## src/rtl/m3_dequant_block_writer_if.sv

```systemverilog
`default_nettype none
// +----------------------------------------------------------------------------+
// | Module      : m3_dequant_block_writer_if                                   |
// | Description : Coefficient stream (valid/ready) plus SRAM write bus of the  |
// |               dequantizer block writer.                                    |
// | Revision    : 1.0  initial release                                         |
// +----------------------------------------------------------------------------+
interface m3_dequant_block_writer_if;
   logic        coef_valid;
   logic [15:0] coef_data;
   logic        coef_ready;
   logic [17:0] SRAM_address;
   logic [15:0] SRAM_write_data;
   logic        SRAM_we_n;

   // master: coefficient producer / SRAM observer; slave: the block writer
   modport master (output coef_valid, coef_data,
                   input  coef_ready, SRAM_address, SRAM_write_data, SRAM_we_n);
   modport slave  (input  coef_valid, coef_data,
                   output coef_ready, SRAM_address, SRAM_write_data, SRAM_we_n);
endinterface
`default_nettype wire

```

## src/rtl/m3_dequant_block_writer.sv

```systemverilog
`default_nettype none
// +----------------------------------------------------------------------------+
// | Module      : m3_dequant_block_writer                                      |
// | Description : Dequantizes zig-zag 8x8 blocks of a Y,U,V frame and writes   |
// |               them row-major into the pre-IDCT SRAM segments.              |
// |               Macro M3_DEQUANT_SATURATE_EN: clamp instead of wrap.         |
// | Revision    : 1.0  initial release                                         |
// +----------------------------------------------------------------------------+
module m3_dequant_block_writer #(
   parameter int Y_PRE_BASE = 76800,
   parameter int U_PRE_BASE = 153600,
   parameter int V_PRE_BASE = 192000,
   parameter int ROW_BLOCKS = 30
) (
   input  logic CLOCK_50_I,
   input  logic Resetn,
   input  logic M3_start,
   input  logic q_select,
   output logic M3_done,
   m3_dequant_block_writer_if.slave bus
);

   localparam logic [2:0] c_ST_IDLE  = 3'd0;
   localparam logic [2:0] c_ST_Y     = 3'd1;
   localparam logic [2:0] c_ST_U     = 3'd2;
   localparam logic [2:0] c_ST_V     = 3'd3;
   localparam logic [2:0] c_ST_FLUSH = 3'd4;

   localparam logic [4:0] c_RB_LAST = 5'(ROW_BLOCKS - 1);

   // Raster position {ri,ci} of each zig-zag index; entry 0 sits in the LSBs
   localparam logic [383:0] c_ZZ_ROM = {
      6'd63, 6'd62, 6'd55, 6'd47, 6'd54, 6'd61, 6'd60, 6'd53,
      6'd46, 6'd39, 6'd31, 6'd38, 6'd45, 6'd52, 6'd59, 6'd58,
      6'd51, 6'd44, 6'd37, 6'd30, 6'd23, 6'd15, 6'd22, 6'd29,
      6'd36, 6'd43, 6'd50, 6'd57, 6'd56, 6'd49, 6'd42, 6'd35,
      6'd28, 6'd21, 6'd14, 6'd7,  6'd6,  6'd13, 6'd20, 6'd27,
      6'd34, 6'd41, 6'd48, 6'd40, 6'd33, 6'd26, 6'd19, 6'd12,
      6'd5,  6'd4,  6'd11, 6'd18, 6'd25, 6'd32, 6'd24, 6'd17,
      6'd10, 6'd3,  6'd2,  6'd9,  6'd16, 6'd8,  6'd1,  6'd0};

   localparam logic [23:0] c_Q0_SHIFT = {3'd5, 3'd4, 3'd4, 3'd3, 3'd3, 3'd2, 3'd1, 3'd3};
   localparam logic [23:0] c_Q1_SHIFT = {3'd4, 3'd3, 3'd2, 3'd1, 3'd1, 3'd0, 3'd0, 3'd3};

   logic [2:0]  r_state;
   logic [5:0]  r_sc;
   logic [5:0]  r_cb;
   logic [4:0]  r_rb;
   logic        r_qsel;
   logic [17:0] r_addr;
   logic [15:0] r_wdata;
   logic        r_we_n;
   logic        r_done;

   logic        w_busy, w_xfer, w_is_y;
   logic [8:0]  w_rom_idx;
   logic [5:0]  w_pos;
   logic [2:0]  w_ri, w_ci;
   logic [3:0]  w_diag;
   logic [2:0]  w_sidx;
   logic [4:0]  w_q_idx;
   logic [2:0]  w_shift;
   logic [15:0] w_deq;
   logic [17:0] w_row18, w_row_off, w_base, w_addr;
   logic [5:0]  w_c_end;
   logic        w_last_sc, w_last_cb, w_last_rb;
   logic [2:0]  w_next_plane;

   assign w_busy = (r_state == c_ST_Y) || (r_state == c_ST_U) || (r_state == c_ST_V);
   assign w_xfer = bus.coef_valid & w_busy;
   assign w_is_y = (r_state == c_ST_Y);

   assign w_rom_idx = {1'b0, r_sc, 2'b00} + {2'b00, r_sc, 1'b0};
   assign w_pos     = c_ZZ_ROM[w_rom_idx +: 6];
   assign w_ri      = w_pos[5:3];
   assign w_ci      = w_pos[2:0];

   assign w_diag  = {1'b0, w_ri} + {1'b0, w_ci};
   assign w_sidx  = w_diag[3] ? 3'd7 : w_diag[2:0];
   assign w_q_idx = {1'b0, w_sidx, 1'b0} + {2'b00, w_sidx};
   assign w_shift = r_qsel ? c_Q1_SHIFT[w_q_idx +: 3] : c_Q0_SHIFT[w_q_idx +: 3];

`ifdef M3_DEQUANT_SATURATE_EN
   logic [20:0] w_prod;
   logic        w_ovf;
   assign w_prod = {{5{bus.coef_data[15]}}, bus.coef_data} << w_shift;
   // Fits in 16 bits only while the six top bits all agree
   assign w_ovf  = ~((&w_prod[20:15]) | ~(|w_prod[20:15]));
   assign w_deq  = w_ovf ? (w_prod[20] ? 16'h8000 : 16'h7FFF) : w_prod[15:0];
`else
   assign w_deq  = bus.coef_data << w_shift;
`endif

   // Row stride 320 = 256+64 (Y) or 160 = 128+32 (U/V)
   assign w_row18   = {10'd0, r_rb, w_ri};
   assign w_row_off = w_is_y ? ((w_row18 << 8) + (w_row18 << 6))
                             : ((w_row18 << 7) + (w_row18 << 5));
   assign w_addr    = w_base + w_row_off + {9'd0, r_cb, w_ci};

   assign w_c_end   = w_is_y ? 6'd39 : 6'd19;
   assign w_last_sc = (r_sc == 6'd63);
   assign w_last_cb = (r_cb == w_c_end);
   assign w_last_rb = (r_rb == c_RB_LAST);

   always_comb begin
      w_base       = 18'(V_PRE_BASE);
      w_next_plane = c_ST_FLUSH;
      case (r_state)
         c_ST_Y: begin
            w_base       = 18'(Y_PRE_BASE);
            w_next_plane = c_ST_U;
         end
         c_ST_U: begin
            w_base       = 18'(U_PRE_BASE);
            w_next_plane = c_ST_V;
         end
         default: ;
      endcase
   end

   always_ff @(posedge CLOCK_50_I or negedge Resetn) begin
      if (!Resetn) begin
         r_state <= c_ST_IDLE;
         r_sc    <= 6'd0;
         r_cb    <= 6'd0;
         r_rb    <= 5'd0;
         r_qsel  <= 1'b0;
         r_addr  <= 18'd0;
         r_wdata <= 16'd0;
         r_we_n  <= 1'b1;
         r_done  <= 1'b0;
      end else begin
         r_done <= (r_state == c_ST_FLUSH);
         r_we_n <= ~w_xfer;
         if (w_xfer) begin
            r_addr  <= w_addr;
            r_wdata <= w_deq;
         end
         case (r_state)
            c_ST_IDLE: begin
               if (M3_start) begin
                  r_state <= c_ST_Y;
                  r_qsel  <= q_select;
                  r_sc    <= 6'd0;
                  r_cb    <= 6'd0;
                  r_rb    <= 5'd0;
               end
            end
            c_ST_Y, c_ST_U, c_ST_V: begin
               if (w_xfer) begin
                  r_sc <= r_sc + 6'd1;
                  if (w_last_sc) begin
                     if (w_last_cb) begin
                        r_cb <= 6'd0;
                        if (w_last_rb) begin
                           r_rb    <= 5'd0;
                           r_state <= w_next_plane;
                        end else begin
                           r_rb <= r_rb + 5'd1;
                        end
                     end else begin
                        r_cb <= r_cb + 6'd1;
                     end
                  end
               end
            end
            c_ST_FLUSH: r_state <= c_ST_IDLE;
            default:    r_state <= c_ST_IDLE;
         endcase
      end
   end

   assign bus.coef_ready      = w_busy;
   assign bus.SRAM_address    = r_addr;
   assign bus.SRAM_write_data = r_wdata;
   assign bus.SRAM_we_n       = r_we_n;
   assign M3_done             = r_done;

endmodule
`default_nettype wire

```

## src/flat_wrapper.sv

```systemverilog
// flat-port wrapper written by rule: the top's interface ports become plain ports
module m3_dequant_block_writer_flat 
#(
   parameter int Y_PRE_BASE = 76800,
   parameter int U_PRE_BASE = 153600,
   parameter int V_PRE_BASE = 192000,
   parameter int ROW_BLOCKS = 30
)
  (CLOCK_50_I, Resetn, M3_start, q_select, M3_done, bus_coef_valid, bus_coef_data, bus_coef_ready, bus_SRAM_address, bus_SRAM_write_data, bus_SRAM_we_n);
  m3_dequant_block_writer_if bus_i ();
  input  logic CLOCK_50_I;
  input  logic Resetn;
  input  logic M3_start;
  input  logic q_select;
  output logic M3_done;
  input wire logic [$bits(bus_i.coef_valid)-1:0] bus_coef_valid;
  input wire logic [$bits(bus_i.coef_data)-1:0] bus_coef_data;
  output wire logic [$bits(bus_i.coef_ready)-1:0] bus_coef_ready;
  output wire logic [$bits(bus_i.SRAM_address)-1:0] bus_SRAM_address;
  output wire logic [$bits(bus_i.SRAM_write_data)-1:0] bus_SRAM_write_data;
  output wire logic [$bits(bus_i.SRAM_we_n)-1:0] bus_SRAM_we_n;
  assign bus_i.coef_valid = bus_coef_valid;
  assign bus_i.coef_data = bus_coef_data;
  assign bus_coef_ready = bus_i.coef_ready;
  assign bus_SRAM_address = bus_i.SRAM_address;
  assign bus_SRAM_write_data = bus_i.SRAM_write_data;
  assign bus_SRAM_we_n = bus_i.SRAM_we_n;
  m3_dequant_block_writer #(.Y_PRE_BASE(Y_PRE_BASE), .U_PRE_BASE(U_PRE_BASE), .V_PRE_BASE(V_PRE_BASE), .ROW_BLOCKS(ROW_BLOCKS)) u_core (.CLOCK_50_I(CLOCK_50_I), .Resetn(Resetn), .M3_start(M3_start), .q_select(q_select), .M3_done(M3_done), .bus(bus_i));
endmodule
```

## config.mk

```make
export PLATFORM = sky130hd
export DESIGN_NAME = m3_dequant_block_writer_flat
export DESIGN_NICKNAME = d
export VERILOG_FILES = /design/src/rtl/m3_dequant_block_writer_if.sv /design/src/rtl/m3_dequant_block_writer.sv /design/src/flat_wrapper.sv
export SDC_FILE = /design/constraint.sdc
export NUM_CORES = 1
export LEC_CHECK = 0
export BUFFER_PORTS_ARGS = -buffer_cell sky130_fd_sc_hd__buf_2
export CORE_MARGIN = 2
export CORE_UTILIZATION = 50
export DETAILED_ROUTE_END_ITERATION = 8
export GPL_ROUTABILITY_DRIVEN = 0
export PLACE_DENSITY = 0.66
export SYNTH_ARGS = -nofsm -noshare
export SYNTH_HDL_FRONTEND = slang
export SYNTH_SLANG_ARGS = --single-unit
```

## constraint.sdc

```tcl
create_clock -name CLOCK_50_I -period 13 [get_ports CLOCK_50_I]
set_input_delay 0.65 -clock CLOCK_50_I [delete_from_list [all_inputs] [get_ports CLOCK_50_I]]
set_output_delay 0.65 -clock CLOCK_50_I [all_outputs]
set_load 0.05 [all_outputs]
```

## Word level (Yosys, flattened, before mapping)

Index checks and enable logic that the tools add are counted.
Widths: inputs -> output; s select.

| storage, ports and cells | value |
|---|---|
| output and inout bits | 37 |
| logic and storage cells | 72 |
| bits in registers | 57 |

| cells by class | value |
|---|---|
| reductions and logical operators | 10 |
| shifts and indexed selects | 4 |
| muxes and demuxes | 25 |
| eq/ne operators | 12 |
| $add $sub $neg | 10 |
| bitwise operators | 2 |

Operators with widths:

| operator | number |
|---|---|
| $shiftx 384x10->6 const A | 1 |
| $shiftx 24x6->3 const A | 2 |
| $mux 6 | 6 |
| $pmux 18 s2 | 1 |
| $mux 5 | 5 |
| $pmux 6 s2 | 2 |
| $mux 3 | 7 |
| $add 18x18->18 | 1 |
| $add 18x9->18 | 1 |
| $mux 18 | 1 |
| $add 16x14->17 | 1 |
| $add 15x13->16 | 1 |
| $shl 16x3->16 | 1 |
| $add 6x1->6 const B | 2 |
| $pmux 3 s2 | 2 |
| $pmux 5 s2 | 1 |
| $reduce_and 5->1 | 2 |
| $add 8x7->9 | 1 |
| $ne 2x1->1 const B | 4 |
| $eq 3x2->1 const B | 2 |
| $eq 6x6->1 | 1 |
| $eq 6x6->1 const B | 1 |
| $add 4x3->5 | 1 |
| $add 5x1->5 const B | 1 |
| 14 further kinds | 15 |

## Logic depth before layout (Yosys ltp)

| logic depth | value |
|---|---|
| word-level depth | 8 |
| depth in mapped cells | 31 |

## Least setup slack after synthesis

Ideal clock, no wire load.

| timing | value |
|---|---|
| path kind | flip-flop to flip-flop |
| start point | reg u_core.r_sc[1] |
| end point | reg u_core.r_wdata[15], in the netlist u_core.bus.SRAM_write_data[15] |
| library setup time | 69 ps |
| path slack | 6017 ps |
| period minus slack after synthesis | 6983 ps |
| data arrival time | 6915 ps |
| stages on the path, launching flop included | 26 |
| cells stage by stage | dfrtp_1 -> ha_1 -> fa_1 -> xnor2_1 -> buf_2 -> buf_2 -> clkbuf_1 -> nand3_1 -> a311oi_1 -> a211oi_1 -> a211oi_1 -> inv_1 -> ha_1 -> a21o_1 -> a211oi_4 -> inv_1 -> ha_1 -> fa_1 -> and2_1 -> a311oi_2 -> nand2_1 -> and3_4 -> nor4_4 -> mux2_1 -> or3_1 -> nand3_1 |

| on the way | value |
|---|---|
| cells in the longest elaborated chain, start to end | 8 |
| elaborated cells on any way between the ends | 9 |
| classes of those cells | add/sub (3); shift (4); mux (2) |

Ends and longest elaborated chain:

| what | line | RTL |
|---|---|---|
| start, declared | m3_dequant_block_writer.sv:46 | `logic [5:0] r_sc;` |
| start signal, assigned | m3_dequant_block_writer.sv:151 | `r_sc <= r_sc + 6'd1;` |
| $add 8x7->9 * | m3_dequant_block_writer.sv:73 | `assign w_rom_idx = {1'b0, r_sc, 2'b00} + {2'b00, r_sc, 1'b0};` |
| $shiftx 384x10->6 * | m3_dequant_block_writer.sv:74 | `assign w_pos = c_ZZ_ROM[w_rom_idx +: 6];` |
| $add 3x3->4 * | m3_dequant_block_writer.sv:78 | `assign w_diag = {1'b0, w_ri} + {1'b0, w_ci};` |
| $mux 3 * | m3_dequant_block_writer.sv:79 | `assign w_sidx = w_diag[3] ? 3'd7 : w_diag[2:0];` |
| $add 4x3->5 * | m3_dequant_block_writer.sv:80 | `assign w_q_idx = {1'b0, w_sidx, 1'b0} + {2'b00, w_sidx};` |
| $shiftx 24x6->3 | m3_dequant_block_writer.sv:81 | `assign w_shift = r_qsel ? c_Q1_SHIFT[w_q_idx +: 3] : c_Q0_SHIFT[w_q_idx +: 3];` |
| $mux 3 * | m3_dequant_block_writer.sv:81 |  |
| $shl 16x3->16 * | m3_dequant_block_writer.sv:91 | `assign w_deq = bus.coef_data << w_shift;` |
| end signal, assigned | m3_dequant_block_writer.sv:137 | `r_wdata <= w_deq;` |
| end, declared | m3_dequant_block_writer.sv:51 | `logic [15:0] r_wdata;` |

Mark *: on every way between the ends. The rest lies on a longest branch, timed or not.
A chain may end at the register's enable or synchronous reset.

## Final worst setup path

| timing | value |
|---|---|
| start point | reg u_core.r_sc[0] |
| end point | reg u_core.r_wdata[15], in the netlist u_core.bus.SRAM_write_data[15] |

The elaborated chain is that of the path after synthesis.

==> impl_metrics.yaml <==
outcome:
  outcome: "completed"
setup_path:
  critical_path_buf_inv_count: 3
  r2r-start: "u_core.r_sc[0]"
  r2r_slack_ns: 2.86
  worstPathCellList: "ha_1, fa_1, xor2_4, buf_4, nor2_1, or3_1, o311ai_0, a311oi_1, a211oi_1, inv_1, ha_1, a21o_1, a211oi_4, inv_1, ha_1, fa_1, and2_1, a311oi_2, nand2_1, and3_4, nor4_4, mux2_1, or3_1, nand3_1"
  timing.rr.end: "u_core.bus.SRAM_write_data[15]"
  cp-end-kind: "flop"
  cp_common_cell: "ha_1"
  arrival_ns: 10.41
  reg2reg_depth: 24
  cp.depth: 24
  cpMaxStageDelayCell: "nor4_4"
  worstPathRequired_ns: 13.28
  crit_fanout: 41
  critPathTopFamily: "simple AND/OR/NAND/NOR gates"
  critPathKind: "reg2reg"
  critPathMaxStageDelay_ns: 0.98
  cp-start-kind: "flop"
floorplan:
  core_area_sq_mm: 0.01277
  top_level_ports: 58
  die_height_um: 118.9
  fp.dieArea_sq_mm: 0.01414
  fp-row-count: 41
  die_x_um: 118.9
  start_util_pct: 51.70
worst_hold_path:
  hold_path_class: "in2async"
global_routing:
  grt.total_usage_pct: 28.67
  overflow: 0
  grt_pass1_wl_um: 32980
  antenna_found_initial: 0
  grt_pass1_vias: 6499
  grt_max_degree: 58
layout:
  nets: 971
  final_common_cell: "nand2_1"
  mostFrequentLayoutCells: "nand2_1 (135), o21ai_0 (73), a21oi_1 (66)"
  layout-drive-gt1-share_pct: 12.17
  areaGrowthSynthToFinish_pct: 10.02
  finalNonFillerCells: 1076
  diodes: 0
clocking:
  h-tree-depth: 3
  clock_path_buffers: 2
  cts_hold_buf: 0
  cts_resized: 0
  cts_tree: "built"
  numCtsBuffers: 9
  cts.sinks: 57
  post-cts-setup-buffer-count: 0
  cts-root-buf: "clkbuf_16"
  cts.clk_slew.worst_paths_ns: 0.05
  worstSkewPairLatency_ns: 0.35
routing:
  wl_met2_um: 8846
  totalWireLength_um: 20230
  highest-signal-layer: "met4"
  drt_iter0_drc: 1145
  antenna_left: 0
  wire_per_inst_um: 18.80
  dr.pass1.iters: 6
  wl_met1_um: 8547
  vias_per_cell: 6.535
  drc_errors: 0
  vias: 7032
  wl_met3_um: 1886
timing:
  clock_skew_ns: 0.008293
  slew_viol_final: 0
  worst_slew_pin_slew_ns: 1.159
  post-route-period-util_pct: 77.96
  post-route-min-period_ns: 10.14
  slew_headroom_pct: 21.71
  fmax_mhz: 98.67
  final-setup-viol-count: 0
  setup_tns_ns: 0
  hold_viol_final: 0
  rsz0062_at_grt: "false"
place:
  place_inst: 1061
  portBuffers: 57
  dp_hpwl_um: 14540
synth:
  synth_area_per_cell_sq_um: 7.454
  ys_types: 78
  syn_nets: 957
  synth_edf_count: 0
  synthCells: 886
  ys.flop_type: "dfrtp_1"
  synth-seq-cells: 57
  yosys_warnings: 0
  yosysSeqAreaShare_pct: 21.62
  postSynth.asyncResetShare_pct: 100.0
  netlist_area_sq_mm: 0.006604
flow_run:
  max-cap-violations: 0
worst reg2reg max path, stage by stage (launching register included):
cell,delay [ns]
dfrtp_1,0.79
ha_1,0.84
fa_1,0.52
xor2_4,0.35
buf_4,0.45
nor2_1,0.18
or3_1,0.36
o311ai_0,0.10
a311oi_1,0.15
a211oi_1,0.54
inv_1,0.17
ha_1,0.27
a21o_1,0.27
a211oi_4,0.47
inv_1,0.20
ha_1,0.28
fa_1,0.52
and2_1,0.22
a311oi_2,0.84
nand2_1,0.47
and3_4,0.30
nor4_4,0.98
mux2_1,0.41
or3_1,0.31
nand3_1,0.09
layout make-up:
type                    count  area [sq um]
clock inverters             2         35.03
flip-flops and latches     57          1428
well taps                 172         215.2
fillers                  1199          5508
multi-input cells         731          4820
repair buffers             67         360.3
clock buffers              13         280.3
inverters                  34         127.6
layer usage:
metal / global-route usage, % / vias to the layer above
met5: 0 / -
met4: 13.02 / 0
met3: 5.508 / 94
met2: 44.07 / 421
met1: 38.95 / 3234
li1: - / 3283
cell usage after synthesis, types with 4 or more instances:
cell | n | area (sq um)
ha_1 | 45 | 563.0
a211oi_1 | 15 | 112.6
mux2_2 | 6 | 67.56
a21oi_1 | 66 | 330.3
nor2b_1 | 7 | 43.79
a311oi_1 | 11 | 96.34
o21ai_1 | 7 | 35.03
nor3_1 | 31 | 155.2
o31ai_1 | 11 | 82.58
nand3_1 | 35 | 175.2
xor2_1 | 11 | 96.34
a211o_1 | 5 | 43.79
nor3b_1 | 4 | 30.03
and2_1 | 5 | 31.28
and3_1 | 7 | 43.79
dfrtp_1 | 56 | 1401
xnor2_1 | 16 | 140.1
nand2_1 | 135 | 506.7
a311o_1 | 5 | 50.05
nor2_1 | 60 | 225.2
a21o_1 | 10 | 75.07
buf_2 | 15 | 75.07
fa_1 | 5 | 100.1
a31oi_1 | 8 | 50.05
o211ai_1 | 18 | 135.1
or3_1 | 6 | 37.54
nand4_1 | 4 | 25.02
clkbuf_1 | 47 | 176.4
o311ai_0 | 10 | 87.58
o21ai_0 | 73 | 365.4
a22oi_1 | 7 | 52.55
nand2b_1 | 9 | 56.30
mux2i_1 | 36 | 360.4
inv_1 | 30 | 112.6
worst max-delay path by stage:
stage                                           endpoint           start  slack, ns
after CTS                 u_core.bus.SRAM_write_data[15]  u_core.r_sc[0]       3.12
after floorplan           u_core.bus.SRAM_write_data[15]  u_core.r_sc[1]       6.02
final                     u_core.bus.SRAM_write_data[15]  u_core.r_sc[0]       2.86
after global routing      u_core.bus.SRAM_write_data[15]  u_core.r_sc[0]       2.34
after detailed placement  u_core.bus.SRAM_write_data[15]  u_core.r_sc[0]       3.19
after global placement    u_core.bus.SRAM_write_data[15]  u_core.r_sc[0]       3.50
stage by stage:
stage	instance area (sq um)	utilization (%)	setup slack, ns	hold slack (ns)
after floorplan	6604	-	6.017	0.3544
after global placement	6950	54.41	3.495	0.4466
after detailed placement	6950	54.41	3.186	0.4557
after CTS	7266	56.88	3.121	0.4671
after global routing	7266	56.88	2.338	0.4931
final	7266	56.88	2.865	0.4549
sequential cells by signal (all words and copies together), names as in the netlist:
register,cells
u_core.M3_done,1
u_core.r_rb,5
u_core.r_cb,6
u_core.r_sc,6
u_core.bus.SRAM_we_n,1
u_core.r_state,3
u_core.bus.SRAM_address,18
u_core.bus.SRAM_write_data,16
u_core.r_qsel,1
kinds of logic after synthesis:
family / count (synthesis) / share of synthesized area, %
AOI/OAI and AO/OA: 289 / 29.08
xor gates and xnor gates: 27 / 3.581
adders and majority gates: 50 / 10.04
buffers and inverters: 98 / 6.025
DFF: 57 / 21.62
muxes: 44 / 6.991
and+or+nand+nor: 321 / 22.66
Power is not shown: default switching activity piles up to over one toggle a cycle in this logic, so the estimate is an artifact.
